**config.mk**
```make
export PLATFORM = sky130hd
export DESIGN_NAME = tdm_demux_4ch
export DESIGN_NICKNAME = d
export VERILOG_FILES = /design/src/rtl/tdm_demux_4ch.sv
export SDC_FILE = /design/constraint.sdc
export NUM_CORES = 1
export LEC_CHECK = 0
export BUFFER_PORTS_ARGS = -buffer_cell sky130_fd_sc_hd__buf_2
export CAP_MARGIN = 30
export CORE_MARGIN = 4
export CORE_UTILIZATION = 59
export CTS_CLUSTER_SIZE = 28
export DETAILED_ROUTE_END_ITERATION = 8
export PLACE_DENSITY_LB_ADDON = 0.2
export SYNTH_ARGS = -nofsm -noshare
export SYNTH_HDL_FRONTEND = slang
export SYNTH_SLANG_ARGS = --single-unit
```
**constraint.sdc**
```tcl
create_clock -name clk -period 3.5 [get_ports clk]
set_input_delay 0.525 -clock clk [delete_from_list [all_inputs] [get_ports clk]]
set_output_delay 0.525 -clock clk [all_outputs]
set_load 0.02 [all_outputs]
```
**src/rtl/tdm_demux_4ch.sv**
```systemverilog
// tdm_demux_4ch: four-channel TDM receive demultiplexer.
// Recovers frame alignment from a sync marker on the MSB of slot 0,
// deserializes four WIDTH-bit slots (MSB first) and publishes all four
// channel words together once a complete frame has been received without error.
module tdm_demux_4ch #(
    parameter int WIDTH = 4
) (
    input  logic             clk,
    input  logic             rst,
    input  logic             din,
    input  logic             sync,
    input  logic             en,
    output logic [WIDTH-1:0] y0,
    output logic [WIDTH-1:0] y1,
    output logic [WIDTH-1:0] y2,
    output logic [WIDTH-1:0] y3,
    output logic [1:0]       s,
    output logic             frame_valid,
    output logic             sync_err
);

    localparam int CW = $clog2(WIDTH);

    localparam logic [0:0]    ST_HUNT  = 1'b0;
    localparam logic [0:0]    ST_RUN   = 1'b1;
    localparam logic [CW-1:0] LAST_BIT = CW'(WIDTH - 1);

    logic [0:0]       state_q, state_d;
    logic [CW-1:0]    cnt_q, cnt_d;
    logic [1:0]       s_q, s_d;
    logic [WIDTH-2:0] shift_q, shift_d;
    logic [WIDTH-1:0] stg0_q, stg0_d;
    logic [WIDTH-1:0] stg1_q, stg1_d;
    logic [WIDTH-1:0] stg2_q, stg2_d;
    logic [WIDTH-1:0] y0_q, y0_d;
    logic [WIDTH-1:0] y1_q, y1_d;
    logic [WIDTH-1:0] y2_q, y2_d;
    logic [WIDTH-1:0] y3_q, y3_d;
    logic             fv_q, fv_d;
    logic             err_q, err_d;

    // Current shift contents with the incoming bit appended: the full slot
    // word on the last bit, and the source of the next shift value otherwise.
    logic [WIDTH-1:0] word_s;
    logic             at_sync_point_s;

    // Next-state logic: alignment tracking, slot deserialization, frame publish.
    always_comb begin
        word_s          = {shift_q, din};
        at_sync_point_s = (cnt_q == {CW{1'b0}}) && (s_q == 2'd0);
        state_d = state_q;
        cnt_d   = cnt_q;
        s_d     = s_q;
        shift_d = shift_q;
        stg0_d  = stg0_q;
        stg1_d  = stg1_q;
        stg2_d  = stg2_q;
        y0_d    = y0_q;
        y1_d    = y1_q;
        y2_d    = y2_q;
        y3_d    = y3_q;
        fv_d    = 1'b0;
        err_d   = 1'b0;
        if (en) begin
            case (state_q)
                ST_HUNT: begin
                    if (sync) begin
                        // Sync bit is the MSB of slot 0 of a new frame.
                        state_d = ST_RUN;
                        cnt_d   = CW'(1);
                        s_d     = 2'd0;
                        shift_d = word_s[WIDTH-2:0];
                    end else begin
                        state_d = ST_HUNT;
                    end
                end
                ST_RUN: begin
                    if (at_sync_point_s && !sync) begin
                        // Expected marker missing: drop the bit and re-hunt.
                        err_d   = 1'b1;
                        state_d = ST_HUNT;
                        cnt_d   = {CW{1'b0}};
                        s_d     = 2'd0;
                    end else if (sync) begin
                        // Marker restarts the frame; it is an error unless it
                        // landed exactly on the expected slot-0 boundary.
                        err_d   = !at_sync_point_s;
                        cnt_d   = CW'(1);
                        s_d     = 2'd0;
                        shift_d = word_s[WIDTH-2:0];
                    end else begin
                        shift_d = word_s[WIDTH-2:0];
                        if (cnt_q == LAST_BIT) begin
                            cnt_d = {CW{1'b0}};
                            s_d   = s_q + 2'd1;
                            case (s_q)
                                2'd0: stg0_d = word_s;
                                2'd1: stg1_d = word_s;
                                2'd2: stg2_d = word_s;
                                2'd3: begin
                                    // Publish all four words at once so the
                                    // outputs never mix two frames.
                                    y0_d = stg0_q;
                                    y1_d = stg1_q;
                                    y2_d = stg2_q;
                                    y3_d = word_s;
                                    fv_d = 1'b1;
                                end
                                default: stg0_d = stg0_q;
                            endcase
                        end else begin
                            cnt_d = cnt_q + CW'(1);
                        end
                    end
                end
                default: begin
                    state_d = ST_HUNT;
                    cnt_d   = {CW{1'b0}};
                    s_d     = 2'd0;
                end
            endcase
        end else begin
            state_d = state_q;
        end
    end

    // State registers with synchronous active-high reset.
    always_ff @(posedge clk) begin
        if (rst) begin
            state_q <= ST_HUNT;
            cnt_q   <= {CW{1'b0}};
            s_q     <= 2'd0;
            shift_q <= {(WIDTH-1){1'b0}};
            stg0_q  <= {WIDTH{1'b0}};
            stg1_q  <= {WIDTH{1'b0}};
            stg2_q  <= {WIDTH{1'b0}};
            y0_q    <= {WIDTH{1'b0}};
            y1_q    <= {WIDTH{1'b0}};
            y2_q    <= {WIDTH{1'b0}};
            y3_q    <= {WIDTH{1'b0}};
            fv_q    <= 1'b0;
            err_q   <= 1'b0;
        end else begin
            state_q <= state_d;
            cnt_q   <= cnt_d;
            s_q     <= s_d;
            shift_q <= shift_d;
            stg0_q  <= stg0_d;
            stg1_q  <= stg1_d;
            stg2_q  <= stg2_d;
            y0_q    <= y0_d;
            y1_q    <= y1_d;
            y2_q    <= y2_d;
            y3_q    <= y3_d;
            fv_q    <= fv_d;
            err_q   <= err_d;
        end
    end

    assign y0          = y0_q;
    assign y1          = y1_q;
    assign y2          = y2_q;
    assign y3          = y3_q;
    assign s           = s_q;
    assign frame_valid = fv_q;
    assign sync_err    = err_q;

endmodule
```
---- Yosys cells after proc, flatten, opt, wreduce, memory -nomap -nowiden ----
Index checks and enable logic that the tools add are counted.
storage, ports and cells
  flip-flop bits (word level) ............. 38
  output and inout bits ................... 20
  bits of input ports ..................... 5
cells by class
  equality and inequality tests ........... 7
  bitwise operators ....................... 5
  reduce and logical (&&, ||, !) cells .... 15
  add/sub/neg operators ................... 2
  muxes and demuxes ....................... 19
operators with widths
  kind                                                                    count
  6-bit AND reduction                                                     4
  2-bit 2-to-1 mux                                                        8
  2-bit one-hot mux with 2 select lines                                   2
  2-bit equality test (second input constant)                             3
  3-bit 2-to-1 mux                                                        2
  3-bit one-hot mux with 2 select lines                                   1
  3-bit AND reduction                                                     2
  6-bit OR reduction                                                      1
  1-bit 2-to-1 mux                                                        5
  1-bit inverter                                                          5
  2-bit by 1-bit adder with 2-bit output (second input constant)          2
  2-bit zero test                                                         2
  2-bit != test (second input constant)                                   2
  4-bit by 2-bit != test with 1-bit output (second input constant)        1
  3-bit OR reduction                                                      1
  2-bit by 1-bit equality test with 1-bit output (second input constant)  1
  1-bit logical AND                                                       2
  1-bit zero test                                                         2
  1-bit one-hot mux with 2 select lines                                   1
  2-bit AND reduction                                                     1

---- Logic depth before layout (Yosys ltp) ----
Gate-level depths: netlist of the first run.
  depth in word-level cells ............... 5
  gate-level depth with buffers ........... 9

---- Least setup slack after synthesis of the first run ----
No wires, ideal clock.
  path type ............................... register to register
  start ................................... register s_q[0], in the netlist s[0]
  end ..................................... register y3_q[1], in the netlist y3[1]
  data arrival time ....................... 1,721 ps
  stages on the path, launching flop included .. 10
  data required time ...................... 3,428 ps
  path buffers ............................ 2
  setup slack ............................. 1,707 ps
  path through ............................ dfxtp_1 inv_1 ha_1 nand2_1 ha_1 and4_1 buf_6 and2_4 buf_6 mux2i_1
between the ends
  cells in the longest elaborated chain, start to end .. 5
  elaborated cells on any way between the ends .. 6
  those cells by class .................... eq/ne: 1; bitwise: 1; reduce/logical: 4
RTL lines
  element                            line  RTL
  start, declared                    30    logic [1:0] s_q, s_d;
  start signal, assigned             132   s_q <= 2'd0;
  start signal, assigned             146   s_q <= s_d;
  2-bit zero test                    50    at_sync_point_s = (cnt_q == {CW{1'b0}}) && (s_q == 2'd0);
  1-bit logical AND                  50
  1-bit logical AND                  78    if (at_sync_point_s && !sync) begin
  1-bit inverter (no line)           -
  6-bit AND reduction (no line) (*)  -
  end signal, assigned               140   y3_q <= {WIDTH{1'b0}};
  end signal, assigned               154   y3_q <= y3_d;
  end, declared                      38    logic [WIDTH-1:0] y3_q, y3_d;
Every way passes the cells marked *; elsewhere a longest branch is shown, timed or not.
A chain may end at the register's enable or synchronous reset.

---- Worst setup path in the final report of the first run ----
  start ................................... register s_q[0], in the netlist s[0]
  end ..................................... register stg2_q[0]
between the ends
  cells in the longest elaborated chain, start to end .. 5
  elaborated cells on any way between the ends .. 6
  those cells by class .................... eq/ne: 1; bitwise: 1; reduce/logical: 4
RTL lines
  element                            line  RTL
  2-bit zero test                    50
  1-bit logical AND                  50
  1-bit logical AND                  78
  1-bit inverter (no line)           -
  6-bit AND reduction (no line) (*)  -
  end signal, assigned               136   stg2_q <= {WIDTH{1'b0}};
  end signal, assigned               150   stg2_q <= stg2_d;
  end, declared                      34    logic [WIDTH-1:0] stg2_q, stg2_d;
Marked as above.

==> results.md, run 1 <==
* Number of design-rule violations left by the first detailed-router iteration at 29
* Per-cell via count in the routed design at about 5.4
* Warning count from the yosys run at 0
* Gpl congestion at 0.779
* Antenna viol nets, final at 0
* Biggest area consumer among synthesized cells: dfxtp_1
* R2R Path Start: s[0]$_SDFFE_PP0P_
* Setup TNS at 0 ps
* Max-slew violation count at 0
* Beginning of the worst hold path: y1[1]$_SDFFE_PP0P_
* Maximum number of pins on one net before global-route repair at 40
* Maximum operating frequency at between 0.5 and 0.6 GHz
* Area used by multi-input combinational logic at 808 sq um
* Area growth from synthesis to layout at 10.3%
* Overall via count from detail_route at 1130
* Proportion of synthesized chip area in sequential cells at 0.463
* Most frequently used flop master after synthesis: dfxtp_1
* Area taken by flip-flops and latches at 761 sq um
* Total I/O pin count at 25
* Outcome: finished clean
* Clock Tree Root: clkbuf_4
* Number of enable-type register cells in the synthesized netlist at 0
* Number of buffers inserted by post-CTS setup repair at 0
* FF-to-FF End: stg2_q[0]$_SDFFE_PP0P_
* Final setup skew at between 7 and 8 ps
* Total gr overflow at 0
* Number of antenna violations at the first check in global routing at 0
* Ratio of cells with drive above 1 in the final layout at 0.182
* Cell area power density at between 300 and 400 nW/um^2
* Final setup violating endpoints at 0
* Delay contributed by the slowest stage of the critical path at between 400 and 500 ps
* Cell count after synthesis at 156
* Clock sink total at 38
* Net Count, Synth at approximately 170
* Number of buffer and inverter instances along the worst setup path at 1
* List of cells traversed by the critical path: inv_1, ha_1, nand2_1, ha_1, and4_1, and2_1, mux2i_1
* Die ar. at roughly 3700 sq um
* Detailed-route wire length per cell at roughly 14 um
* Minimum clock period at 1880 ps
* FF+latch count, synth at 38
* Leakage power of the design at roughly 0.89 nW
* Async set-or-reset flop fraction in the synthesized netlist at 0
* Number of antenna cells inserted at 0
* Crit-path max FO at 6
* End point of the worst hold path: y1[1]$_SDFFE_PP0P_
* Via count of the first global-routing pass at 1077
* Worst setup SP type: flop
* Depth of the worst register-to-register path at 7
* Clk buf depth at 2
* Worst VDD drop at between 400 and 500 uV
* Mean instance size in the synthesized netlist at about 11 sq um
* Post-Synthesis Cell Area at around 1600 sq um
* Final nets at a little under 200
* Max-cap violations at 0
* WL final at about 3 mm
* Number of buffers inserted during clock tree synthesis at 5
* Worst min-delay path class: flop to flop
* Unrepaired setup endpoints after global routing: no
* Crit. End Element: flop
* Worst setup path class: flop to flop
* Delay-heaviest family, CP: simple AND/OR/NAND/NOR gates
* Top area cells in the synthesized netlist: dfxtp_1 46%, mux2i_1 19%, nand2b_1 13%, ha_1 6.1%, buf_6 2.1%
* Required arrival time at the worst endpoint at ~3800 ps
* Clock latency at the later pin of the worst-skew pair at about 340 ps
* Relative slew margins at 0.649
* Chip Width at a little over 60 um
* Fraction of synthesized cell area taken by the top area cell type at 0.463
* Final hold vios at 0
* Share of the cycle needed by the critical path after routing at 0.538
* Worst Tran Pin Value at roughly 530 ps
* Data arrival time of the worst path at between 2000 and 2500 ps
* Fin Hold WS at 478 ps
* Router iterations before antenna repair at 4
* Most common cell after layout, fill and taps aside: dfxtp_1
* Number of fillers in the final layout at 212
* H-tree depth at 2
* Depth of the worst hold-timing path at 2
* Cell occurring most often along the worst timing path: ha_1
* Buffers added on ports at 24
* Row count at 18
* Unique masters post-synth at 25
* Die Ht at slightly above 60 um
* Aggregate global-route resource usage at 0.187
* Post-cts repair resize count at 0
* Clock tree from TritonCTS: done
* R2R setup slack at ~1600 ps
* Remaining DRCs at 0
* Dpl hpwl at ~2.2 mm
* Count of hold buffers inserted by post-cts repair at 0
* First-pass GRT wire length at roughly 4.9 mm
* Clock transition at the registers of the reported paths at 110 ps
* Crit path max-delay cell type: dfxtp_1
* Commonest cells after routing, fill and taps aside: 38 x dfxtp_1, 33 x nand2b_1, 31 x mux2i_1, 24 x buf_2, 8 x ha_1
* Core area at 2570 sq um
* Starting Density at 0.640
[kinds of logic (layout without fill, tap and decap cells)]
family | Yosys count | count (layout) | share of synthesized area
compound gates | 13 | 13 | 0.0525
flops | 38 | 38 | 0.463
simple gates | 52 | 52 | 0.189
fa+ha+maj | 8 | 8 | 0.0609
buf+inv | 14 | 39 | 0.0457
mux | 31 | 31 | 0.189
[state kept, by name, summed over array words and instances (netlist names)]
| register | count |
|---|---|
| sync_err | 1 |
| s | 2 |
| y1 | 4 |
| stg1_q | 4 |
| stg2_q | 4 |
| y0 | 4 |
| y3 | 4 |
| state_q | 1 |
| shift_q | 3 |
| cnt_q | 2 |
| y2 | 4 |
| frame_valid | 1 |
| stg0_q | 4 |
[metrics by stage]
stage | power [mW] | worst slack (ps) | instance area [sq um] | utilization | cells
global route | 0.738 | 1410 | 1810 | 0.706 | 211
detailed placement | 0.482 | 1640 | 1750 | 0.683 | 203
floorplan | 0.472 | 1710 | 1640 | - | 156
global placement | 0.481 | 1780 | 1750 | 0.683 | 203
CTS | 0.714 | 1600 | 1810 | 0.706 | 211
finish | 0.707 | 1620 | 1810 | 0.706 | 211
[cells in the mapped netlist, drive strengths merged (2+ instances only)]
cell    number
nor2         4
dfxtp       38
inv          7
ha           8
nand2b      33
nor2b        2
nand2        7
o21ai        3
mux2i       31
clkbuf       4
buf          3
a21oi        4
and2         3
[worst max-delay path by stage]
stage | startpoint | to | depth (start not counted)
5_1_grt | s[0]$_SDFFE_PP0P_ | stg2_q[0]$_SDFFE_PP0P_ | 7
6_report | s[0]$_SDFFE_PP0P_ | stg2_q[0]$_SDFFE_PP0P_ | 7
3_3_place_gp | s[0]$_SDFFE_PP0P_ | stg2_q[3]$_SDFFE_PP0P_ | 7
3_5_place_dp | s[0]$_SDFFE_PP0P_ | stg2_q[1]$_SDFFE_PP0P_ | 7
2_1_floorplan | s[0]$_SDFFE_PP0P_ | y3[1]$_SDFFE_PP0P_ | 9
4_1_cts | s[0]$_SDFFE_PP0P_ | stg2_q[1]$_SDFFE_PP0P_ | 7
[worst reg2reg max path: stages (launching register included)]
cell	delay, ps
dfxtp_1	460
inv_1	100
ha_1	230
nand2_1	90
ha_1	130
and4_1	310
and2_1	290
mux2i_1	210
[layer usage]
layer	vias up	part of all wire	global-route usage
li1	571	-	-
met1	528	0.42	0.206
met2	27	0.51	0.313
met3	4	0.047	0.0702
met4	0	0.017	0.0929
met5	-	0	0
[area by class of cell]
type,count,share of cell area
clock inverter,1,0.00276
clock buffer,7,0.0304
inverter,7,0.0145
timing repair buffer,24,0.0663
sequential,38,0.420
multi-input combinational,104,0.446
tap,30,0.0207
[power breakdown]
part | internal (mW) | switching [mW]
logic | 0.0151 | 0.0198
registers | 0.435 | 0.00237
clock network | 0.0974 | 0.137
total | 0.548 | 0.159
Power figures use the tool's default switching activity.
==> run 2, diff against run 1 <==
--- a/config.mk
+++ b/config.mk
@@ -8,7 +8,7 @@
 export BUFFER_PORTS_ARGS = -buffer_cell sky130_fd_sc_hd__buf_2
 export CAP_MARGIN = 30
 export CORE_MARGIN = 4
-export CORE_UTILIZATION = 59
+export CORE_UTILIZATION = 50
 export CTS_CLUSTER_SIZE = 28
 export DETAILED_ROUTE_END_ITERATION = 8
 export PLACE_DENSITY_LB_ADDON = 0.2
==> constraint.sdc (replaced) <==
create_clock -name clk -period 1.7 [get_ports clk]
set_input_delay 0.255 -clock clk [delete_from_list [all_inputs] [get_ports clk]]
set_output_delay 0.255 -clock clk [all_outputs]
set_load 0.02 [all_outputs]
==> results.md, run 2 (same netlist as run 1, synthesis figures left out) <==
* Delay-heaviest family, CP: simple AND/OR/NAND/NOR gates
* Remaining DRCs at 0
* Router iterations before antenna repair at 4
* Core area at 3100 sq um
* Maximum operating frequency at a little over 0.6 GHz
* Total cell area at the placement stage at ~1800 sq um
* Clock sink total at 38
* Met2 wire len at between 1 and 1.5 mm
* Number of fillers in the final layout at 300
* Row count at 20
* Per-cell via count in the routed design at between 4 and 5
* PnR Total Power at about 1.5 mW
* Antenna viol nets, final at 0
* Number of antenna cells inserted at 0
* Delay contributed by the slowest stage of the critical path at about 370 ps
* Setup slack after placement at -3.02 ps
* Cell area power density at ~760 nW/um^2
* Commonest cells after routing, fill and taps aside: 35 x dfxtp_1, 33 x nand2b_1, 30 x mux2i_1, 24 x buf_2
* Via count of the first global-routing pass at around 1100
* Crit. End Element: flop
* Dpl hpwl at 2.10 mm
* Minimum clock period at about 1600 ps
* Fin worst setup slack at ~68 ps
* Crit path max-delay cell type: dfxtp_2
* Area growth from synthesis to layout at 17.0%
* Aggregate global-route resource usage at 0.151
* Number of antenna violations at the first check in global routing at 0
* Final setup skew at 5.33 ps
* Number of design-rule violations left by the first detailed-router iteration at 40
* WL final at about 3 mm
* Outcome: finished clean
* Worst setup path class: flop to flop
* R2R setup slack at between 60 and 70 ps
* Post-Layout Inst Area at between 1500 and 2000 sq um
* Required arrival time at the worst endpoint at approximately 2000 ps
* Worst setup SP type: flop
* Buffers added on ports at 24
* Ratio of cells with drive above 1 in the final layout at 0.267
* Clock latency at the later pin of the worst-skew pair at approximately 340 ps
* Leakage power of the design at a little over 0.9 nW
* Final nets at 199
* Max-slew violation count at 0
* Chip Width at ~65 um
* Met3 WL post-DR at 107 um
* Area taken by flip-flops and latches at around 760 sq um
* Detailed-routing wirelength on met1 at between 1.5 and 2 mm
* Worst Tran Pin Value at approximately 440 ps
* Starting Density at 0.530
* Highest routed metal layer: met4
* Area used by multi-input combinational logic at roughly 860 sq um
* Clk buf depth at 2
* Gpl congestion at a little over 0.8
* Clock tree from TritonCTS: done
* Most common cell after layout, fill and taps aside: dfxtp_1
* Data arrival time of the worst path at approximately 1900 ps
* First-pass GRT wire length at between 4 and 5 mm
* Clock transition at the registers of the reported paths at 100 ps
* Worst min-delay path class: primary input to flop
* Clock Tree Root: clkbuf_4
* Final setup violating endpoints at 0
* Die ar. at 4270 sq um
* Number of buffers inserted during clock tree synthesis at 5
* List of cells traversed by the critical path: inv_1, ha_2, nand2_1, ha_1, and4_4, and2_4, mux2i_1
* Relative slew margins at 0.707
* Die Ht at 65.3 um
* H-tree depth at 2
* Total gr overflow at 0
* Number of buffer and inverter instances along the worst setup path at 1
* Maximum number of pins on one net before global-route repair at 32
* Total I/O pin count at 25
* Unrepaired setup endpoints after global routing: no
* Final hold vios at 0
* Overall via count from detail_route at about 1100
* Share of the cycle needed by the critical path after routing at 0.960
* Crit-path max FO at 7
* Max-cap violations at 0
* Detailed-route wire length per cell at about 13 um
* Worst VDD drop at just under 500 uV
-- run 2: changes by cell type in the layout (fill, tap and decap cells not counted), moves of 2 or more --
cell / change
buf_4: +4
ha_2: +2
dfxtp_1: -3
ha_1: -2
dfxtp_2: +3
-- run 2: worst reg2reg max path, delay by kind of cell, from the launching register on --
kind	cells	cell delay [ps]
AND/OR/NAND/NOR	3	580
flip-flops	1	370
adder cells (fa/ha/maj)	2	330
multiplexers	1	210
buffers and inverters	1	70
-- run 2: worst paths after layout --
kind,end,start,cells after the start
worst min register to register,y2[1]$_SDFFE_PP0P_,y2[1]$_SDFFE_PP0P_,2
worst min-delay path,cnt_q[0]$_SDFFE_PP0P_,en,3
worst max-delay path,y3[1]$_SDFFE_PP0P_,s[1]$_SDFFE_PP0P_,7
worst max register to register,y3[1]$_SDFFE_PP0P_,s[1]$_SDFFE_PP0P_,7
-- run 2: final cells by class --
type                            instances  area share
Clock buffer                            7      0.0286
Clock inverter                          1     0.00260
Inverter                                7      0.0137
Multi-Input combinational cell        105       0.445
Sequential cell                        38       0.398
Tap cell                               44      0.0286
Timing Repair Buffer                   29      0.0839
-- run 2: through the flow --
step / instances / hold slack (ps) / setup TNS [ps] / utilization
after detailed placement: 221 / 461 / -3.02 / 0.581
after global routing: 231 / 266 / 0 / 0.620
after global placement: 221 / 457 / 0 / 0.581
final: 231 / 241 / 0 / 0.620
after CTS: 229 / 238 / 0 / 0.604
after floorplan: 156 / 422 / 0 / -
-- run 2: what timing repair did --
action | in CTS | in global routing
setup endpoints to repair | 6 | 35
cloned | 0 | 1
gates resized for setup | 3 | 10
setup buffers | 0 | 1
pin swaps | 0 | 1
hold buffers | 0 | 0
-- run 2: routing by layer --
metal | track usage | vias up
met1 | 0.184 | 520
li1 | - | 578
met5 | 0 | -
met4 | 0.0622 | 0
met2 | 0.252 | 20
met3 | 0.0410 | 7
-- run 2: power breakdown --
part           switching (mW)  total (mW)  internal (mW)
clock network           0.279       0.479          0.201
registers             0.00477       0.901          0.896
logic                  0.0456      0.0833         0.0377
total                   0.329        1.46           1.13
==> run 3, diff against run 2 <==
--- a/config.mk
+++ b/config.mk
@@ -5,12 +5,14 @@
 export SDC_FILE = /design/constraint.sdc
 export NUM_CORES = 1
 export LEC_CHECK = 0
+export ABC_AREA = 1
 export BUFFER_PORTS_ARGS = -buffer_cell sky130_fd_sc_hd__buf_2
 export CAP_MARGIN = 30
-export CORE_MARGIN = 4
+export CORE_MARGIN = 2
 export CORE_UTILIZATION = 50
 export CTS_CLUSTER_SIZE = 28
 export DETAILED_ROUTE_END_ITERATION = 8
+export GPL_ROUTABILITY_DRIVEN = 0
 export PLACE_DENSITY_LB_ADDON = 0.2
 export SYNTH_ARGS = -nofsm -noshare
 export SYNTH_HDL_FRONTEND = slang
==> results.md, run 3 <==
* Outcome: finished clean
* Die ar. at approximately 3900 sq um
* Area growth from synthesis to layout at 17.4%
* Clock latency at the later pin of the worst-skew pair at about 350 ps
* First-pass GRT wire length at 5.71 mm
* Row count at 21
* Commonest cells after routing, fill and taps aside: 76 x nor2_1, 48 x nand2_1, 36 x dfxtp_1, 24 x buf_2, 19 x inv_1
* Crit path max-delay cell type: dfxtp_2
* Final setup skew at ~4.5 ps
* Remaining DRCs at 0
* Warning count from the yosys run at 0
* Crit-path max FO at 14
* Total I/O pin count at 25
* Most common cell after layout, fill and taps aside: nor2_1
* Number of buffer and inverter instances along the worst setup path at 3
* Chip Width at around 63 um
* Aggregate global-route resource usage at 0.185
* Number of design-rule violations left by the first detailed-router iteration at 65
* Cell count after synthesis at between 200 and 250
* Core area at around 3300 sq um
* Total cell area at the placement stage at 1890 sq um
* Number of antenna cells inserted at 0
* Post-Synthesis Cell Area at approximately 1700 sq um
* Cell area power density at 839 nW/um^2
* Clock Tree Root: clkbuf_4
* Per-cell via count in the routed design at between 4 and 5
* Worst setup SP type: flop
* Async set-or-reset flop fraction in the synthesized netlist at 0
* Die Ht at about 63 um
* Antenna viol nets, final at 0
* Worst Tran Pin Value at roughly 320 ps
* Ratio of cells with drive above 1 in the final layout at 0.180
* Clock tree from TritonCTS: done
* Number of buffers inserted during clock tree synthesis at 5
* Delay contributed by the slowest stage of the critical path at between 300 and 400 ps
* Mean instance size in the synthesized netlist at approximately 7.1 sq um
* Data arrival time of the worst path at around 1800 ps
* Max-cap violations at 0
* Worst VDD drop at 548 uV
* Router iterations before antenna repair at 4
* Share of the cycle needed by the critical path after routing at 0.932
* Worst setup path class: flop to flop
* H-tree depth at 2
* Final hold vios at 0
* Number of fillers in the final layout at between 300 and 400
* Post-Layout Inst Area at 2030 sq um
* Proportion of synthesized chip area in sequential cells at 0.441
* Biggest area consumer among synthesized cells: dfxtp_1
* Top area cells in the synthesized netlist: dfxtp_1 44%, nor2_1 17%, nand2_1 11%, ha_1 5.8%, nand3_1 5.2%
* Clk buf depth at 2
* Total gr overflow at 0
* List of cells traversed by the critical path: inv_1, ha_1, nand2_2, ha_4, inv_1, nor2_4, clkbuf_16, nand3b_1, nand2_1, nor2_1
* Starting Density at 0.517
* Fin worst setup slack at around 120 ps
* Unrepaired setup endpoints after global routing: no
* Leakage power of the design at ~1.0 nW
* Number of enable-type register cells in the synthesized netlist at 0
* FF+latch count, synth at 38
* Crit. End Element: flop
* Commonest cells in the synthesized netlist: 77 x nor2_1, 50 x nand2_1, 38 x dfxtp_1
* Setup slack after placement at 44.6 ps
* Worst min-delay path class: primary input to flop
* Clock transition at the registers of the reported paths at around 110 ps
* WL final at ~3.2 mm
* Relative slew margins at 0.784
* Detailed-route wire length per cell at ~10 um
* Count of hold buffers inserted by post-cts repair at 0
* Unique masters post-synth at 18
* Delay-heaviest family, CP: simple AND/OR/NAND/NOR gates
* Fraction of the core area covered by cells at the end of the flow at 0.607
* Dominant cell by count in the synthesized netlist: nor2_1
* Via count of the first global-routing pass at about 1300
* Fraction of synthesized cell area taken by the top area cell type at 0.441
* Max-slew violation count at 0
* Cell occurring most often along the worst timing path: inv_1
* Final nets at ~280
* Setup TNS at 0 ps
* Dpl hpwl at about 2.2 mm
* Clock sink total at 38
* Number of antenna violations at the first check in global routing at 0
* Maximum operating frequency at 0.631 GHz
* Overall via count from detail_route at 1497
* Minimum clock period at 1580 ps
* Final setup violating endpoints at 0
* R2R setup slack at between 100 and 150 ps
* Required arrival time at the worst endpoint at a little under 2000 ps
* Net Count, Synth at roughly 260
* Maximum number of pins on one net before global-route repair at 35
* Most frequently used flop master after synthesis: dfxtp_1
* Buffers added on ports at 24
-- run 3: changes by cell type after synthesis, moves of 3 or more --
cell,before,now
mux2i_1,31,0
buf_1,0,3
nand3_1,0,18
nand2b_1,33,0
nand3b_1,0,12
inv_1,7,19
buf_4,0,3
clkbuf_1,4,0
nand2_1,6,50
nor2_1,4,77
-- run 3: stage by stage --
stage / cells / hold WS (ps) / total power, mW
after floorplan: 242 / 324 / 1.05
after global placement: 307 / 440 / 1.09
after detailed placement: 307 / 450 / 1.09
after CTS: 315 / 101 / 1.70
after global routing: 318 / 111 / 1.78
final: 318 / 106 / 1.70
-- run 3: cell type report --
cell class,instances,area [sq um],area share
Clock inverter,1,30.0,0.0148
Clock buffer,7,45.0,0.0222
Multi-Input combinational cell,176,865,0.427
Sequential cell,38,763,0.377
Tap cell,46,57.6,0.0284
Inverter,21,78.8,0.0389
Timing Repair Buffer,29,188,0.0926
-- run 3: cell families after synthesis --
logic type	synth area share
buf+inv	0.0717
flops	0.441
fa+ha+maj	0.0580
simple gates	0.415
compound gates	0.0145
-- run 3: per-layer routing --
metal	wire length, um	track usage	part of all wire
met1	1490	0.223	0.47
met2	1470	0.301	0.46
met3	145	0.0432	0.046
met4	80	0.108	0.025
met5	0	0	0
-- run 3: worst paths after layout --
| path | start | end | depth (start not counted) |
|---|---|---|---|
| worst min-delay path | rst | cnt_q[0]$_SDFFE_PP0P_ | 2 |
| worst max register to register | s[0]$_SDFFE_PP0P_ | y1[2]$_SDFFE_PP0P_ | 10 |
| worst max-delay path | s[0]$_SDFFE_PP0P_ | y1[2]$_SDFFE_PP0P_ | 10 |
| worst min register to register | stg1_q[3]$_SDFFE_PP0P_ | stg1_q[3]$_SDFFE_PP0P_ | 2 |
-- run 3: timing repair --
action,CTS,global route
endpoints found under the setup margin,0,34
resized for setup,0,6
hold endpoints to repair,0,0
setup buffers,0,2
-- run 3: power breakdown --
group	internal, mW	total [mW]	switching, mW	leakage, nW
Clock	0.312	0.605	0.293	0.0395
Sequential	0.906	0.918	0.0112	0.308
Combinational	0.0651	0.177	0.112	0.648
Total	1.28	1.70	0.416	0.996
